<file path="config.mk">
export PLATFORM = sky130hd
export DESIGN_NAME = apu_frame_sequencer
export DESIGN_NICKNAME = d
export VERILOG_FILES = /design/src/rtl/apu_frame_sequencer.sv
export SDC_FILE = /design/constraint.sdc
export NUM_CORES = 1
export LEC_CHECK = 0
export ABC_AREA = 1
export BUFFER_PORTS_ARGS = -buffer_cell sky130_fd_sc_hd__clkbuf_2
export CAP_MARGIN = 10
export CORE_UTILIZATION = 57
export DETAILED_ROUTE_END_ITERATION = 10
export GPL_ROUTABILITY_DRIVEN = 0
export PLACE_DENSITY = 0.77
export RECOVER_POWER = 25
export SETUP_SLACK_MARGIN = 0.4
export SLEW_MARGIN = 10
export SYNTH_ARGS = -nofsm -noshare
export SYNTH_HDL_FRONTEND = slang
export SYNTH_SLANG_ARGS = --single-unit
</file>
<file path="constraint.sdc">
create_clock -name iClk -period 1.9 [get_ports iClk]
set_clock_uncertainty 0.15 [all_clocks]
set_input_delay 0.38 -clock iClk [delete_from_list [all_inputs] [get_ports iClk]]
set_output_delay 0.38 -clock iClk [all_outputs]
set_load 0.01 [all_outputs]
</file>
<file path="src/rtl/apu_frame_sequencer.sv">
// APU frame sequencer: divides the system clock into quarter/half-frame strobes
// and maintains the frame IRQ flag. Supports 4-step and 5-step sequences.
module apu_frame_sequencer #(
    parameter int unsigned CLK_DIV = 7457,
    parameter int unsigned DIV_W   = 16
) (
    input  logic       iClk,
    input  logic       iReset,
    input  logic       iWrite,
    input  logic       iMode,
    input  logic       iIrqDisable,
    input  logic       iIrqAck,
    output logic       oQuarter,
    output logic       oHalf,
    output logic       oIrq,
    output logic [2:0] oStep
);

    localparam logic [DIV_W-1:0] DivLast = DIV_W'(CLK_DIV - 1);

    logic [DIV_W-1:0] div_q, div_d;
    logic [2:0]       step_q, step_d;
    logic             mode_q, mode_d;
    logic             irq_dis_q, irq_dis_d;
    logic             irq_flag_q, irq_flag_d;
    logic             quarter_q, quarter_d;
    logic             half_q, half_d;

    logic             tc;
    logic [2:0]       step_last;

    assign tc        = (div_q == DivLast);
    assign step_last = mode_q ? 3'd4 : 3'd3;

    // Next-state: write beats terminal count; an IRQ set beats an acknowledge.
    always_comb begin
        div_d      = tc ? '0 : div_q + 1'b1;
        step_d     = step_q;
        mode_d     = mode_q;
        irq_dis_d  = irq_dis_q;
        irq_flag_d = irq_flag_q;
        quarter_d  = 1'b0;
        half_d     = 1'b0;

        if (iIrqAck) begin
            irq_flag_d = 1'b0;
        end

        if (iWrite) begin
            mode_d    = iMode;
            irq_dis_d = iIrqDisable;
            div_d     = '0;
            step_d    = '0;
            if (iIrqDisable) begin
                irq_flag_d = 1'b0;
            end
            // 5-step mode clocks the units immediately on the write
            quarter_d = iMode;
            half_d    = iMode;
        end else if (tc) begin
            // Out-of-range step recovers to 0 rather than running away
            step_d = (step_q >= step_last) ? 3'd0 : step_q + 3'd1;
            if (!mode_q) begin
                quarter_d = 1'b1;
                half_d    = (step_q == 3'd1) || (step_q == 3'd3);
                if ((step_q == 3'd3) && !irq_dis_q) begin
                    irq_flag_d = 1'b1;
                end
            end else begin
                quarter_d = (step_q != 3'd3);
                half_d    = (step_q == 3'd1) || (step_q == 3'd4);
            end
        end
    end

    // State registers with synchronous active-high reset.
    always_ff @(posedge iClk) begin
        if (iReset) begin
            div_q      <= '0;
            step_q     <= '0;
            mode_q     <= 1'b0;
            irq_dis_q  <= 1'b0;
            irq_flag_q <= 1'b0;
            quarter_q  <= 1'b0;
            half_q     <= 1'b0;
        end else begin
            div_q      <= div_d;
            step_q     <= step_d;
            mode_q     <= mode_d;
            irq_dis_q  <= irq_dis_d;
            irq_flag_q <= irq_flag_d;
            quarter_q  <= quarter_d;
            half_q     <= half_d;
        end
    end

    assign oQuarter = quarter_q;
    assign oHalf    = half_q;
    assign oIrq     = irq_flag_q;
    assign oStep    = step_q;

endmodule

</file>
==> impl_metrics.json, run 1 <==
{
  "cts_tree": "done",
  "ys_warn_count": 0,
  "leakage_nw": 0.6484,
  "dp_hpwl_um": 2013,
  "top_layer": "met4",
  "clockPowerShare_pct": 32.4,
  "p_int_mw": 0.6457,
  "r2r_cells": 6,
  "ant_nets": 0,
  "status": "finished, final reports clean",
  "relSlewSlack_pct": 60.11,
  "p_per_area_nw_per_um2": 537.1,
  "nets": 226,
  "r2r_slack_ns": 0.41,
  "arrival_ns": 1.61,
  "grt_overflow": 0,
  "cts_root_buffer": "clkbuf_4",
  "core_area_um2": 2191,
  "max_freq_mhz": 669.2,
  "met1_length_um": 1248,
  "syn_area_per_cell_um2": 6.875,
  "hp-start": "iReset",
  "layout_setup_ws_ns": 0.4057,
  "hold_violations": 0,
  "fin_crit_ns": 1.494,
  "synth.distinct_cells": 22,
  "ys_seq_area_share_pct": 36.40,
  "switching_share_pct": 22.45,
  "grt_pass1_vias": 1104,
  "grt_max_degree": 15,
  "grt_first_pass_wirelength_um": 4623,
  "yosysTopAreaCell": "dfxtp_1",
  "final_max_slew_viol_count": 0,
  "rsz0062_at_grt": "yes",
  "wl_met3_um": 123,
  "placed_area_um2": 1399,
  "fin_area_um2": 1550,
  "syn_nets": 207,
  "crit_type": "reg -> reg",
  "ir_worst_vdd_mv": 0.3696,
  "syn_area_um2": 1320,
  "yosysTopAreaCellShare_pct": 36.40,
  "layout-area-overhead-vs-synth_pct": 17.44,
  "vias_per_cell": 5.139,
  "rows": 17,
  "vias": 1223,
  "crit_path_end_kind": "flip-flop",
  "r2r-start": "oStep[0]",
  "drt_wl_total_um": 2701,
  "drv_cap": 0,
  "cts_max_level": 1,
  "cts.path.max_buffers": 2,
  "grt_util_all_layers_pct": 24.13,
  "io_buffers": 11,
  "ios": 12,
  "setup_viol": 0,
  "start_kind": "flip-flop",
  "clk_pin_slew_worst_paths_ns": 0.14,
  "totalNegativeSetupSlack_ns": 0,
  "holdPathStages": 2,
  "ys_top_cells_by_area": "dfxtp_1 36%, nand2_1 15%, nor2_1 8.8%, ha_1 8.5%, inv_1 7.4%",
  "drt_iter0_drc": 17,
  "clock_sinks": 24,
  "drc": 0,
  "firstDrtPassIters": 4,
  "whs_endpoint": "oIrq",
  "wl_met2_um": 1301,
  "dieWidth_um": 50.12,
  "num_antenna_cells": 0,
  "post-route-period-util_pct": 78.64,
  "power_switching_mw": 0.1869,
  "drive_gt1_share_pct": 22.86,
  "comb_power_share_pct": 5.9,
  "wire_per_inst_um": 11.35,
  "cts_buffers": 3,
  "cp_max_fo": 5,
  "yosys_register_bits": 24,
  "die_h_um": 50.12,
  "pre_cts_slack_ns": 0.3488,
  "sequentialPowerShare_pct": 61.7,
  "clock_latency_ns": 0.32,
  "reg2reg_to": "oStep[2]",
  "hold_class": "in -> reg",
  "start_util_pct": 60.25,
  "antenna_found_initial": 0,
  "die_area_um2": 2512,
  "syn-instance-count": 192,
  "tightestPinTransition_ns": 0.5961,
  "crit_required_ns": 2.02
}
[worst max-delay path by stage]
stage / start / end / slack, ns / cells past startpoint
final: oStep[0] / oStep[2] / 0.41 / 6
after global routing: oStep[0] / oStep[1] / 0.28 / 6
after CTS: oStep[0] / oStep[2] / 0.41 / 6
after detailed placement: div_q[0] / oStep[2] / 0.35 / 9
after global placement: div_q[0] / oStep[1] / 0.41 / 9
after floorplan: oStep[0] / oStep[1] / 0.48 / 6
[per-layer routing]
layer | track usage, % | up-vias
met5 | 0 | -
met1 | 30.64 | 555
met3 | 5.864 | 4
li1 | - | 639
met2 | 40.00 | 25
met4 | 6.667 | 0
[timing repair]
action / CTS / global route
hold buffers: 0 / 0
hold endpoints to repair: 0 / 0
resized for setup: 6 / 27
setup buffers: 1 / 3
pin swaps: 0 / 6
setup endpoints to repair: 7 / 24
[logic make-up after synthesis]
| logic type | count (synthesis) | share of synthesized area, % |
|---|---|---|
| flip-flops | 24 | 36.40 |
| adder cells (fa/ha/maj) | 9 | 8.531 |
| AO/OA/AOI/OAI | 13 | 5.497 |
| buffers and inverters | 28 | 8.530 |
| AND/OR/NAND/NOR | 112 | 37.06 |
| XOR/XNOR | 6 | 3.982 |
[state kept, by name, indices dropped and copies added (netlist names)]
register	flops
oStep	3
oQuarter	1
mode_q	1
oIrq	1
oHalf	1
irq_dis_q	1
div_q	16
[cells in the mapped netlist]
| library cell | count |
|---|---|
| buf_6 | 1 |
| and3_1 | 1 |
| nand2_1 | 51 |
| nand3_1 | 11 |
| xor2_1 | 3 |
| nand2_2 | 3 |
| nor2_2 | 4 |
| xnor2_1 | 3 |
| nand3b_1 | 3 |
| a21oi_1 | 7 |
| nand4_1 | 6 |
| inv_1 | 26 |
| nor2_1 | 31 |
| dfxtp_1 | 24 |
| ha_1 | 9 |
| o21ai_2 | 1 |
| nand2_4 | 1 |
| inv_2 | 1 |
| a21oi_2 | 1 |
| o21ai_1 | 1 |
| o21ai_0 | 3 |
| nor3_1 | 1 |
[power by group through the flow]
stage	Clock, mW	Sequential [mW]	Combinational [mW]
2_1_floorplan	0	0.525	0.0267
3_3_place_gp	0	0.524	0.0384
3_5_place_dp	0	0.525	0.0402
4_1_cts	0.274	0.514	0.0442
5_1_grt	0.293	0.515	0.0573
6_report	0.270	0.514	0.0489
[layout by cell type, fill, tap and decap left out, types with 2 or more instances in the layout]
| master | Yosys | final |
|---|---|---|
| nor2_2 | 4 | 3 |
| inv_1 | 26 | 22 |
| dfxtp_2 | 0 | 6 |
| nor2_1 | 31 | 29 |
| o21ai_0 | 3 | 3 |
| nand2_2 | 3 | 4 |
| clkbuf_1 | 0 | 3 |
| xnor2_1 | 3 | 3 |
| nand4_1 | 6 | 6 |
| dfxtp_1 | 24 | 17 |
| nor2_4 | 0 | 3 |
| buf_4 | 0 | 4 |
| inv_2 | 1 | 5 |
| ha_1 | 9 | 6 |
| clkbuf_2 | 0 | 8 |
| xor2_1 | 3 | 3 |
| clkbuf_4 | 0 | 3 |
| nand3_1 | 11 | 11 |
| nand2_1 | 51 | 49 |
| a21oi_1 | 7 | 4 |
| nand3b_1 | 3 | 3 |
| ha_4 | 0 | 2 |
| a21oi_2 | 1 | 4 |
[cell type report]
class	instances	area [um^2]
Fill cell	199	640.6
Sequential cell	24	491.7
Timing Repair Buffer	15	81.33
Inverter	27	101.3
Tap cell	28	35.03
Multi-Input combinational cell	140	804.5
Clock buffer	4	36.28
[worst max-delay path, cell delays in order, from the launching register on]
cell and delay, ns:
dfxtp_1 0.43, inv_1 0.10, ha_1 0.28, and3_1 0.18, nor2_2 0.12, nand4_1 0.09
nand2_1 0.09
[metrics by stage]
stage | power [mW] | hold slack, ns | instances | utilization (%)
floorplan | 0.5514 | 0.2799 | 192 | -
global placement | 0.5626 | 0.2926 | 230 | 63.85
detailed placement | 0.5652 | 0.3096 | 230 | 63.85
CTS | 0.8325 | 0.1134 | 235 | 66.93
global route | 0.8655 | 0.1067 | 238 | 70.76
finish | 0.8326 | 0.1149 | 238 | 70.76
Power figures use the tool's default switching activity.
==> inputs of run 2 (changes only) <==
--- a/config.mk
+++ b/config.mk
@@ -8,10 +8,10 @@
 export ABC_AREA = 1
 export BUFFER_PORTS_ARGS = -buffer_cell sky130_fd_sc_hd__clkbuf_2
 export CAP_MARGIN = 10
-export CORE_UTILIZATION = 57
+export CORE_UTILIZATION = 52
 export DETAILED_ROUTE_END_ITERATION = 10
 export GPL_ROUTABILITY_DRIVEN = 0
-export PLACE_DENSITY = 0.77
+export PLACE_DENSITY = 0.74
 export RECOVER_POWER = 25
 export SETUP_SLACK_MARGIN = 0.4
 export SLEW_MARGIN = 10
==> constraint.sdc (replaced) <==
create_clock -name iClk -period 1.3 [get_ports iClk]
set_clock_uncertainty 0.15 [all_clocks]
set_input_delay 0.26 -clock iClk [delete_from_list [all_inputs] [get_ports iClk]]
set_output_delay 0.26 -clock iClk [all_outputs]
set_load 0.01 [all_outputs]
==> run 2 against run 1 <==
Net effect:
- the flow now finishes with violations (hold timing, setup timing)
- total power up 44%
- cell area up 21%
- via count rose by 13%
- sequential power up 45%
- critical path depth up 3
- die area is 9.2% higher
- first-iteration DRC count increased to 3.2 times the previous value
- global-route usage is 3.0 points higher
- critical path type unchanged
==> impl_metrics.json, run 2 (synthesis gave the netlist of run 1 again) <==
{
  "final_max_slew_viol_count": 0,
  "grt_pass1_vias": 1315,
  "hold_class": "in -> reg",
  "cts_tree": "done",
  "clock_latency_ns": 0.32,
  "die_area_um2": 2744,
  "ir_worst_vdd_mv": 0.6333,
  "cp_max_fo": 5,
  "start_util_pct": 57.46,
  "failed_checks": "hold timing, setup timing",
  "fin_area_um2": 1869,
  "largest_reg_flops": 16,
  "cts.path.max_buffers": 2,
  "dieWidth_um": 52.39,
  "core_area_um2": 2297,
  "dp.cells": 252,
  "arrival_ns": 1.48,
  "leakage_nw": 0.7748,
  "finish.utilization_pct": 81.37,
  "firstDrtPassIters": 4,
  "status": "complete, but fails checks",
  "wire_per_inst_um": 13.13,
  "instances_no_fill": 261,
  "crit_chain": "inv_2, ha_4, nand2_4, nor2_4, nand2_4, nor2_4, nor2_4, nand2_1, nand2_1",
  "grt_overflow": 0,
  "fin_crit_ns": 1.395,
  "drc": 0,
  "ios": 12,
  "clk_pin_slew_worst_paths_ns": 0.14,
  "top_layer": "met4",
  "tightestPinTransition_ns": 0.2435,
  "cts_buffers": 3,
  "io_buffers": 11,
  "vias": 1384,
  "fillerInstances": 156,
  "crit_type": "reg -> reg",
  "post-route-period-util_pct": 107.3,
  "p_per_area_nw_per_um2": 641.2,
  "slowest_delay_ns": 0.37,
  "layout_commonest_cell": "nand2_1",
  "met1_length_um": 1457,
  "rows": 17,
  "relSlewSlack_pct": 83.71,
  "nets": 249,
  "die_h_um": 52.39,
  "ant_nets": 0,
  "max_freq_mhz": 717.0,
  "drive_gt1_share_pct": 40.77,
  "start_kind": "flip-flop",
  "hold_violations": 1,
  "cp_slowest_cell": "dfxtp_2",
  "cp_common_cell": "nor2_4",
  "crit_path_end_kind": "flip-flop",
  "vias_per_cell": 5.303,
  "layout-area-overhead-vs-synth_pct": 41.61,
  "largest-register": "div_q",
  "drv_cap": 0,
  "cts_root_buffer": "clkbuf_4",
  "placed_area_um2": 1652,
  "drt_wl_total_um": 3428,
  "antenna_found_initial": 0,
  "drt_iter0_drc": 55,
  "setup_viol": 22,
  "crit_required_ns": 1.38,
  "layout_setup_ws_ns": -0.09472,
  "layout_common_cells": "47 x nand2_1, 25 x buf_4, 21 x nor2_1",
  "grt_max_degree": 14,
  "grt_util_all_layers_pct": 27.17,
  "grt_first_pass_wirelength_um": 5430,
  "whs_ns": -0.01190,
  "num_antenna_cells": 0,
  "cts_max_level": 1,
  "rsz0062_at_grt": "yes",
  "wl_met3_um": 195,
  "dp_hpwl_um": 2332,
  "clock_sinks": 24,
  "wl_met2_um": 1696
}
[run 2: cell type report]
class	instances	area, um^2	area share, %
Inverter	27	103.9	5.556
Sequential cell	24	511.7	27.38
Multi-Input combinational cell	141	900.9	48.19
Clock inverter	1	3.754	0.2008
Tap cell	28	35.03	1.874
Clock buffer	3	22.52	1.205
Timing Repair Buffer	37	291.5	15.60
[run 2: routing by layer]
| layer | global-route usage, % | vias up |
|---|---|---|
| li1 | - | 690 |
| met1 | 34.22 | 632 |
| met2 | 45.36 | 50 |
| met3 | 5.797 | 12 |
| met4 | 9.211 | 0 |
| met5 | 0 | - |
[run 2: worst paths after layout]
| check | startpoint | to | slack [ns] | depth (start not counted) |
|---|---|---|---|---|
| setup / recovery | div_q[0] | oStep[2] | -0.09 | 9 |
| hold / removal | iReset | oIrq | -0.01 | 2 |
| setup reg to reg | div_q[0] | oStep[2] | -0.09 | 9 |
| hold reg to reg | irq_dis_q | irq_dis_q | 0.35 | 2 |
[run 2: power by group]
part,switching [mW],internal (mW)
sequential,0.00880,0.736
clock,0.235,0.112
combinational,0.0580,0.0476
[run 2: critical path, delay by kind of cell, from the launching register on]
family / cells / cell delay, ns
buffers and inverters: 1 / 0.06
AND/OR/NAND/NOR: 7 / 0.61
adder cells (fa/ha/maj): 1 / 0.12
flip-flops: 1 / 0.37
[run 2: repair_timing]
action                                  CTS  global route
buffers inserted                          3             1
pin swaps                                 3             8
resized for setup                        14            36
endpoints found under the setup margin   29            29
cloned                                    1             0
endpoints found under the hold margin     1             2
[run 2: metrics by stage]
step	power (mW)	setup TNS [ns]	worst slack, ns
final	1.199	-1.411	-0.09472
after global routing	1.250	-3.302	-0.2065
after CTS	1.188	-1.678	-0.09997
after detailed placement	0.8395	-2.071	-0.1302
after global placement	0.8344	-1.378	-0.09669
after floorplan	0.8088	-0.1788	-0.02325
